<file path="src/rtl/pipe_addsub.sv">
// pipe_addsub: pipelined WIDTH-bit adder/subtractor with carry/borrow-in.
//
// The operation is split into STAGES ripple slices of WIDTH/STAGES bits each,
// with a register after every slice. Slice k adds bits [k*SW +: SW] of a and
// b_eff plus the registered carry from slice k-1. Each beat carries its own
// sub flag and carry-in with it, so changing them between beats does not
// affect beats already in the pipeline.
//
// Each stage has one WIDTH-bit "x" register. Below the current slice it
// holds the finished result slices; at and above the current slice it still
// holds the not-yet-used bits of operand a. A separate "y" register carries
// b_eff, and only the upper part of y is consumed. The last stage reads
// a's MSB from the top of x. The saturation logic uses that bit.
//
// Ports:
//   clk, rst_n          rising-edge clock, asynchronous active-low reset
//   in_valid/in_ready   operand handshake (in_ready = ~out_valid | out_ready)
//   a, b, d, sub        operands, carry/borrow-in, 0=add / 1=subtract
//   out_valid/out_ready result handshake
//   s, o, ovf           result, carry-out (add) / borrow-out (sub), signed overflow
//
// Optional build macro: PIPE_ADDSUB_SATURATE_EN. When it is defined, s is
// clamped to the signed limit whenever ovf=1. The o and ovf outputs always
// report the raw, unsaturated result.
module pipe_addsub #(
    parameter int WIDTH  = 16,
    parameter int STAGES = 4
) (
    input  logic             clk,
    input  logic             rst_n,
    input  logic             in_valid,
    output logic             in_ready,
    input  logic [WIDTH-1:0] a,
    input  logic [WIDTH-1:0] b,
    input  logic             d,
    input  logic             sub,
    output logic             out_valid,
    input  logic             out_ready,
    output logic [WIDTH-1:0] s,
    output logic             o,
    output logic             ovf
);

    localparam int SW = WIDTH / STAGES;
    // The last stage never needs a y register. Keep at least one entry so the
    // declaration stays legal when STAGES=1.
    localparam int YN = (STAGES > 1) ? STAGES - 1 : 1;

    logic en;

    // Inputs to each stage: the ports for stage 0, otherwise the previous registers.
    logic [STAGES-1:0]            v_in, c_in, sub_in;
    logic [STAGES-1:0][WIDTH-1:0] x_in, y_in;

    // Stage registers.
    logic [STAGES-1:0]            v_q, c_q, sub_q;
    logic [STAGES-1:0][WIDTH-1:0] x_q;
    logic [YN-1:0][WIDTH-1:0]     y_q;
    logic                         ovf_q;

    // The whole pipeline advances together. It freezes only while the output
    // holds a beat that downstream is not accepting.
    assign en       = ~v_q[STAGES-1] | out_ready;
    assign in_ready = en;

    for (genvar k = 0; k < STAGES; k++) begin : g_stg
        logic [SW-1:0]    sa, sb;
        logic [SW:0]      full;
        logic [WIDTH-1:0] x_sum, x_d;

        if (k == 0) begin : g_head
            assign v_in[0]   = in_valid;
            assign x_in[0]   = a;
            assign y_in[0]   = sub ? ~b : b;
            assign c_in[0]   = sub ? ~d : d;
            assign sub_in[0] = sub;
        end else begin : g_link
            assign v_in[k]   = v_q[k-1];
            assign x_in[k]   = x_q[k-1];
            assign y_in[k]   = y_q[k-1];
            assign c_in[k]   = c_q[k-1];
            assign sub_in[k] = sub_q[k-1];
        end

        assign sa   = x_in[k][k*SW +: SW];
        assign sb   = SW'(y_in[k] >> (k*SW));
        assign full = {1'b0, sa} + {1'b0, sb} + {{SW{1'b0}}, c_in[k]};

        // Write this slice's sum over the operand bits it consumed.
        always_comb begin
            x_sum                = x_in[k];
            x_sum[k*SW +: SW]    = full[SW-1:0];
        end

        if (k == STAGES - 1) begin : g_last
            logic ovf_d;
            // Overflow = carry into MSB ^ carry out of MSB. The carry into the
            // MSB is recovered from the MSB sum bit.
            assign ovf_d = sa[SW-1] ^ sb[SW-1] ^ full[SW-1] ^ full[SW];
`ifdef PIPE_ADDSUB_SATURATE_EN
            localparam logic [WIDTH-1:0] SMAX = {1'b0, {(WIDTH-1){1'b1}}};
            localparam logic [WIDTH-1:0] SMIN = {1'b1, {(WIDTH-1){1'b0}}};
            // The top of x_in still holds operand a's top slice, so its MSB is a's sign.
            assign x_d = ovf_d ? (x_in[k][WIDTH-1] ? SMIN : SMAX) : x_sum;
`else
            assign x_d = x_sum;
`endif
            always_ff @(posedge clk or negedge rst_n) begin
                if (!rst_n)
                    ovf_q <= 1'b0;
                else if (en && v_in[k])
                    ovf_q <= ovf_d;
            end
        end else begin : g_mid
            assign x_d = x_sum;
            always_ff @(posedge clk or negedge rst_n) begin
                if (!rst_n)
                    y_q[k] <= '0;
                else if (en && v_in[k])
                    y_q[k] <= y_in[k];
            end
        end

        // Data registers load only for real beats. Bubbles move through the
        // valid bits and leave the data registers unchanged.
        always_ff @(posedge clk or negedge rst_n) begin
            if (!rst_n) begin
                v_q[k]   <= 1'b0;
                x_q[k]   <= '0;
                c_q[k]   <= 1'b0;
                sub_q[k] <= 1'b0;
            end else if (en) begin
                v_q[k] <= v_in[k];
                if (v_in[k]) begin
                    x_q[k]   <= x_d;
                    c_q[k]   <= full[SW];
                    sub_q[k] <= sub_in[k];
                end
            end
        end
    end

    assign out_valid = v_q[STAGES-1];
    assign s         = x_q[STAGES-1];
    // For a subtract, a final carry of 0 means a borrow occurred.
    assign o         = c_q[STAGES-1] ^ sub_q[STAGES-1];
    assign ovf       = ovf_q;

endmodule

</file>
<file path="config.mk">
export PLATFORM = sky130hd
export DESIGN_NAME = pipe_addsub
export DESIGN_NICKNAME = d
export VERILOG_FILES = /design/src/rtl/pipe_addsub.sv
export SDC_FILE = /design/constraint.sdc
export NUM_CORES = 1
export LEC_CHECK = 0
export ABC_AREA = 1
export CAP_MARGIN = 20
export CORE_MARGIN = 8
export CORE_UTILIZATION = 60
export CTS_CLUSTER_DIAMETER = 40
export DETAILED_ROUTE_END_ITERATION = 7
export DONT_BUFFER_PORTS = 1
export PLACE_DENSITY = 0.79
export SYNTH_ARGS = -nofsm -noshare
export SYNTH_HDL_FRONTEND = slang
export SYNTH_SLANG_ARGS = --single-unit
</file>
<file path="constraint.sdc">
create_clock -name clk -period 3 [get_ports clk]
set_input_delay 0.45 -clock clk [delete_from_list [all_inputs] [get_ports clk]]
set_output_delay 0.45 -clock clk [all_outputs]
set_load 0.01 [all_outputs]
</file>
# Word level (Yosys, flattened, before mapping)
# Cells that the tools add are included.
# totals
ff_bits	125
latch_bits	0
ramBits	0
mem_bits_ro	0
inputBits	38
wordCells	46
memories	0
# op_classes
add_sub_neg	8
mul	0
div_mod_pow	0
order_cmp	0
n_eq_ne	0
n_shift	0
n_mux	2
bitwise_logic	8
reduce_logical	8
# op_table
cell	count
4-bit by 4-bit adder with 5-bit output	4
5-bit by 1-bit adder with 5-bit output	4
16-bit two-way mux	1
16-bit inverter	1
2-bit AND reduction	4
1-bit logical AND	4
1-bit bitwise XOR	4
1-bit inverter	2
1-bit two-way mux	1
1-bit OR	1

# Depth between registers and ports, before layout
# Gate-level depths: netlist of the first run.
# depth
word_depth	4
ltp_mapped	10

# Worst setup path after synthesis of the first run
# OpenSTA, ideal clock, no wires.
# synth_timing
path_type	in2reg
start	input sub
end	register x_q (netlist bit g_stg[1].x_d[1])
t_arrival_ps	1972
slack_ps	945
path_stages	7
n_path_buf	2
path_cell_list	buf_4 > buf_4 > xor2_1 > fa_1 > inv_1 > fa_1 > o21ai_0
# synth_between
elab_chain_cells	3
elab_cells_between_ends	4
cone_classes	add/sub (2); mux (2)
# synth_rtl
item	line_no	source
start, declared	36	input logic sub,
16-bit two-way mux	74	assign y_in[0] = sub ? ~b : b;
4-bit by 4-bit adder with 5-bit output	87	assign full = {1'b0, sa} + {1'b0, sb} + {{SW{1'b0}}, c_in[k]};
5-bit by 1-bit adder with 5-bit output (*)	87	
end signal, assigned by index	129	x_q[k] <= '0;
end signal, assigned by index	135	x_q[k] <= x_d;
end, declared	57	logic [STAGES-1:0][WIDTH-1:0] x_q;
# Every way passes the cells marked *; elsewhere a longest branch is shown, timed or not.
# A chain may end at the register's enable or synchronous reset.

# Worst setup path after layout of the first run
# layout_timing
start	register c_q[2], in the netlist c_in[3]
end	register ovf_q, in the netlist ovf
# layout_between
elab_chain_cells	3
# layout_rtl
item	line_no	source
start, declared	56	logic [STAGES-1:0] v_q, c_q, sub_q;
start signal, assigned by index	136	c_q[k] <= full[SW];
5-bit by 1-bit adder with 5-bit output (*)	87	
1-bit bitwise XOR	99	assign ovf_d = sa[SW-1] ^ sb[SW-1] ^ full[SW-1] ^ full[SW];
1-bit bitwise XOR (*)	99	
end signal, assigned	112	ovf_q <= ovf_d;
end, declared	59	logic ovf_q;
# Marks and branches as above.

==> results.ini, run 1 <==
[outcome]
status=finished, final reports clean

[sta]
finalSetupViolCount=0
worst_slew_pin_slew_ns=0.5678
skew_ns=0.007647
period_needed_ns=1.755
fin_crit_sh_pct=58.51
fmax_ghz=0.5697
fin_ws_ns=1.245
hold_violations=0
slew-limit-headroom_pct=62.01
finalMaxSlewViolations=0
fin_hold_ws_ns=0.01660
grt_setup_unrepaired=no
setup_tns_ns=0

[detailed_routing]
vias=3069
postRouteAntennaNets=0
wl_per_cell_um=14.02
dr.pass1.iters=4
dr.first_iter.drc_count=137
vias_per_cell=5.175
drc=0
drt_wl_total_um=8315

[flow_run]
cap_viol_max_count=0

[worst_setup_path]
crit_top_cell=nand2_1
crit_chain=fa_1 -> inv_1 -> fa_1 -> inv_1 -> nand2_1 -> nand2_1 -> nand2_1 -> nand2_1 -> nand3_1 -> nand2_1
cp_slowest_cell=fa_1
r2r_end=ovf$_DFFE_PN0P_
r2r_cells=10
worst-setup-path-type=reg -> reg
endpoint_kind=flop
critPathMaxFanout=3
path_buf_inv=2
rrSetupSlack_ns=1.24
crit_cells=10
r2r_start=c_in[3]$_DFFE_PN0P_
crit_family=adder cells
critical_path_required_ns=3.26
cpPeakStageDelay_ns=0.48
start_kind=flop
crit_arrival_ns=2.01

[place]
dpl_cell_area_um2=4564
dp_hpwl_um=5833
place_inst=576
io_buffer_count=0
pre_cts_ws_ns=1.214
place_congestion=0.8242

[logic_synthesis]
ys_seq_elements=101
synth_flop_cell=dfrtp_1
synth_top_family_by_area=simple AND/OR/NAND/NOR gates
synth_common_cells=nand2_1 (185), dfrtp_1 (101), inv_1 (45)
synth-xor-area-share_pct=3.456
syn_nets=553
synth_area_leaders=dfrtp_1 (55%), nand2_1 (15%), o21ai_0 (4.7%)
async_flop_share_pct=100.0
yosys_warnings=0
synth_compound_area_share_pct=8.009
synth_edf_count=0
synthSimpleGateAreaFrac_pct=19.56
synthCells=495
synth_most_common_cell=nand2_1
synth.area.mux_share_pct=0
synth_top_area_share_pct=55.40
yosys.area.top_type=dfrtp_1
synth_area_um2=4562
synth.distinct_cells=24
ys_seq_area_share_pct=55.40
synth_adder_area_share_pct=6.802
syn_area_per_cell_um2=9.216

[final_layout]
num_antenna_cells=0
drive_above_1_share_pct=6.275
design_area_um2=4813
utilization_pct=66.01
nNetsFinal=547
layout.cells.non_filler=593
area_growth_pct=5.513

[global_routing]
grt_pass1_wl_um=14550
antenna_found_initial=0
grt.overflow.total=0
grt_usage_pct=17.57
grt_start_max_net_pins=102
grt_pass1_vias=3149

[floorplanning]
rows=31
core_area_um2=7292
ios=58
die_area_um2=10650
die_h_um=103.2
die_x_um=103.2
start_util_pct=62.56

[clock_network]
htreeDepth=3
cts_made_buffers=9
root_buffer=clkbuf_8
cts_sinks=101
cts_tree=done
clockBufferDepth=2
clk_latency_ns=0.36
clkTransAtPathRegs_ns=0.10

[hold_path]
hold_class=in -> async

[power]
power.total_mw=4.781
p_leak_nw=2.479
vdd_ir_drop_max_uv=409.2
p_per_area_nw_per_um2=993.3

[routing by layer]
layer	GRT usage [%]	part of all wire, %	up-vias
met4	6.229	1.3	0
met3	4.819	5.5	10
met1	22.63	46	1466
li1	-	-	1522
met5	0	0	-
met2	27.94	47	71
[sequential cells by signal, indices dropped and copies added (netlist names)]
name / count
g_stg.x_d: 36
s: 16
g_stg.sa: 12
g_stg.sb: 12
y_in: 12
c_in: 3
sub_in: 3
v_in: 3
c_q: 1
out_valid: 1
ovf: 1
sub_q: 1
[what timing repair did]
| action | CTS | global route |
|---|---|---|
| endpoints found under the hold margin | 101 | 0 |
| setup buffers | 0 | 0 |
| resized for setup | 0 | 0 |
| hold buffers | 1 | 0 |
[area by class of cell]
class / count / area [um^2]
Sequential cell: 101 / 2527
Fill cell: 618 / 2479
Multi-Input combinational cell: 326 / 1725
Inverter: 50 / 187.7
Clock buffer: 9 / 123.9
Tap cell: 99 / 123.9
Clock inverter: 7 / 97.59
Timing Repair Buffer: 1 / 27.53
[cell usage in the layout, fill, tap and decap left out, drive strengths merged]
cell | Yosys | final
a21oi | 4 | 4
a22oi | 2 | 2
buf | 18 | 1
bufinv | 0 | 2
clkbuf | 0 | 9
clkinv | 0 | 1
clkinvlp | 0 | 2
dfrtp | 101 | 101
fa | 8 | 8
ha | 12 | 12
inv | 50 | 52
nand2 | 189 | 189
nand3 | 13 | 13
nand3b | 3 | 3
nor2 | 11 | 11
o21ai | 63 | 63
o31ai | 1 | 1
or2 | 2 | 2
xnor2 | 13 | 13
xor2 | 5 | 5
[where the power goes]
part / leakage [nW] / internal (mW) / total [mW] / switching [mW]
Clock: 0.106 / 0.474 / 0.949 / 0.475
Combinational: 1.11 / 0.572 / 1.58 / 1.00
Sequential: 1.26 / 1.90 / 2.25 / 0.351
[worst max path at each step]
stage,startpoint,endpoint
finish,c_in[3]$_DFFE_PN0P_,ovf$_DFFE_PN0P_
global placement,sub,g_stg[1].x_d[1]$_DFFE_PN0P_
floorplan,sub,g_stg[1].x_d[1]$_DFFE_PN0P_
detailed placement,sub,g_stg[1].x_d[2]$_DFFE_PN0P_
global route,c_in[3]$_DFFE_PN0P_,ovf$_DFFE_PN0P_
CTS,c_in[3]$_DFFE_PN0P_,ovf$_DFFE_PN0P_
[worst reg2reg max path, delay by kind of cell, from the launching register on]
family                     cells  cell delay (ns)
buffers and inverters          2             0.16
and+or+nand+nor                6             0.39
DFF                            1             0.41
adders and majority gates      2             0.69
[cell families after synthesis]
logic type                 Yosys count
adders and majority gates           20
AOI/OAI and AO/OA                   70
xor gates and xnor gates            18
and+or+nand+nor                    218
buffers and inverters               68
DFF                                101
Power figures use the tool's default switching activity.
==> inputs of run 2 (changes only) <==
==> constraint.sdc (replaced) <==
create_clock -name clk -period 1.8 [get_ports clk]
set_input_delay 0.27 -clock clk [delete_from_list [all_inputs] [get_ports clk]]
set_output_delay 0.27 -clock clk [all_outputs]
set_load 0.01 [all_outputs]
==> run 2 against run 1 <==
Against the previous run: the run now ends with hold timing left; clock power grew 34%; fmax grew 4.4%; first-iteration DRC count shrank 3.6%; clock skew shrank 0.0012 ns; setup slack lost 1.1 ns; combinational power grew 62%; via count shrank 2.6%; cell area shrank 0.75%; critical endpoint is now g_stg[2].x_d[6]$_DFFE_PN0P_.
==> results.ini, run 2 (synthesis results as in run 1) <==
[clock_network]
clkTransAtPathRegs_ns=0.09
htreeDepth=3
cts_tree=done
post_cts_buffers=0
clockBufferDepth=2
root_buffer=clkbuf_8
clk_latency_ns=0.35
cts_made_buffers=9
cts_sinks=101

[hold_path]
hold_class=in -> async

[global_routing]
grt_pass1_wl_um=14170
grt_start_max_net_pins=102
grt_pass1_vias=3142
grt.overflow.total=0
antenna_found_initial=0
grt_usage_pct=17.02

[place]
io_buffer_count=0
place_congestion=0.8271
pre_cts_ws_ns=0.1245
dpl_cell_area_um2=4589
dp_hpwl_um=5705

[sta]
worst_slew_pin_slew_ns=0.4540
grt_setup_unrepaired=no
fin_hold_ws_ns=-0.3949
hold_violations=101
finalMaxSlewViolations=0
fin_ws_ns=0.1183
fmax_ghz=0.5946
skew_ns=0.006405
period_needed_ns=1.682
setup_tns_ns=0
slew-limit-headroom_pct=69.69
fin_crit_sh_pct=93.43
finalSetupViolCount=0

[floorplanning]
start_util_pct=62.56
rows=31
core_area_um2=7292
ios=58
die_h_um=103.2
die_area_um2=10650
die_x_um=103.2

[final_layout]
final_common_cell=nand2_1
drive_above_1_share_pct=7.056
nNetsFinal=549
nFillCells=627
design_area_um2=4777
layout_common_cells=nand2_1 (185), dfrtp_1 (101), inv_1 (45)
num_antenna_cells=0
area_growth_pct=4.717
largest_register_ffs=36

[detailed_routing]
dr.first_iter.drc_count=132
vias_per_cell=5.022
drc=0
wl_per_cell_um=13.45
vias=2988
postRouteAntennaNets=0
drt_wl_total_um=8000
dr.pass1.iters=4

[worst_setup_path]
crit_chain=inv_1 -> fa_1 -> fa_1 -> nor2_1 -> nand3b_1 -> o21ai_0
critical_path_required_ns=2.03
crit_top_cell=fa_1
start_kind=flop
r2r_start=c_in[1]$_DFFE_PN0P_
cpPeakStageDelay_ns=0.46
worst-setup-path-type=reg -> reg
endpoint_kind=flop
crit_start=c_in[1]$_DFFE_PN0P_
crit_arrival_ns=1.91
critPathMaxFanout=2
cp_slowest_cell=fa_1

[outcome]
failed_checks=hold timing
status=finished with violations

[power]
clockPowerShare_pct=16.8
power.total_mw=7.591
seq_power_share_pct=49.5
p_per_area_nw_per_um2=1589
internal_power_mw=4.670
vdd_ir_drop_max_uv=669.2
power_switching_share_pct=38.48
p_leak_nw=2.469
power.switching_mw=2.921
combPwrFrac_pct=33.7

[flow_run]
cap_viol_max_count=0

## run 2: changes by cell type in the layout (fill, tap and decap cells not counted), moves of 2 or more
cell	delta
buf_4	+2
fa_2	+2
fa_1	-2
bufinv_16	-2
clkinv_2	+3
clkinvlp_4	-2
## run 2: layer usage
| layer | GRT usage [%] | wire, um | up-vias |
|---|---|---|---|
| li1 | - | - | 1526 |
| met1 | 21.00 | 3781 | 1394 |
| met2 | 27.84 | 3692 | 61 |
| met3 | 4.485 | 425 | 7 |
| met4 | 7.008 | 101 | 0 |
| met5 | 0 | 0 | - |
## run 2: power by group through the flow
stage,logic [mW],registers (mW),clock network (mW)
floorplan,2.19,3.66,0
global placement,2.42,3.77,0
detailed placement,2.54,3.81,0
CTS,2.56,3.77,1.32
global route,3.02,3.88,1.40
finish,2.56,3.76,1.27
## run 2: critical path: cells and delay by family (launching register included)
family,cells,cell delay [ns]
and+or+nand+nor,2,0.24
buffers and inverters,1,0.06
AOI/OAI and AO/OA,1,0.08
adders and majority gates,2,0.85
DFF,1,0.33
## run 2: final timing paths
path	endpoint	slack, ns	depth (start not counted)
min	s[3]$_DFFE_PN0P_	-0.39	0
min reg2reg	g_stg[2].sa[3]$_DFFE_PN0P_	0.48	2
max	g_stg[2].x_d[6]$_DFFE_PN0P_	0.12	6
min in group clk	g_stg[1].x_d[12]$_DFFE_PN0P_	0.02	2
max reg2reg	g_stg[2].x_d[6]$_DFFE_PN0P_	0.12	6
max in group asynchronous	g_stg[1].sb[3]$_DFFE_PN0P_	2.07	0
## run 2: repair_timing
action,in CTS,in global routing
endpoints found under the setup margin,0,1
gates resized for setup,0,1
endpoints found under the hold margin,101,102
## run 2: area by class of cell
cell class	instances	area, um^2	area share, %
repair buffers	3	25.02	0.5238
well taps	99	123.9	2.593
multi-input cells	326	1738	36.38
flip-flops and latches	101	2527	52.91
clock buffers	10	137.6	2.881
clock inverters	6	37.54	0.7858
inverters	50	187.7	3.929
## run 2: metrics by stage
stage	instances	util, %
3_5_place_dp	578	62.94
4_1_cts	594	65.34
5_1_grt	595	65.51
2_1_floorplan	495	-
3_3_place_gp	578	62.94
6_report	595	65.51
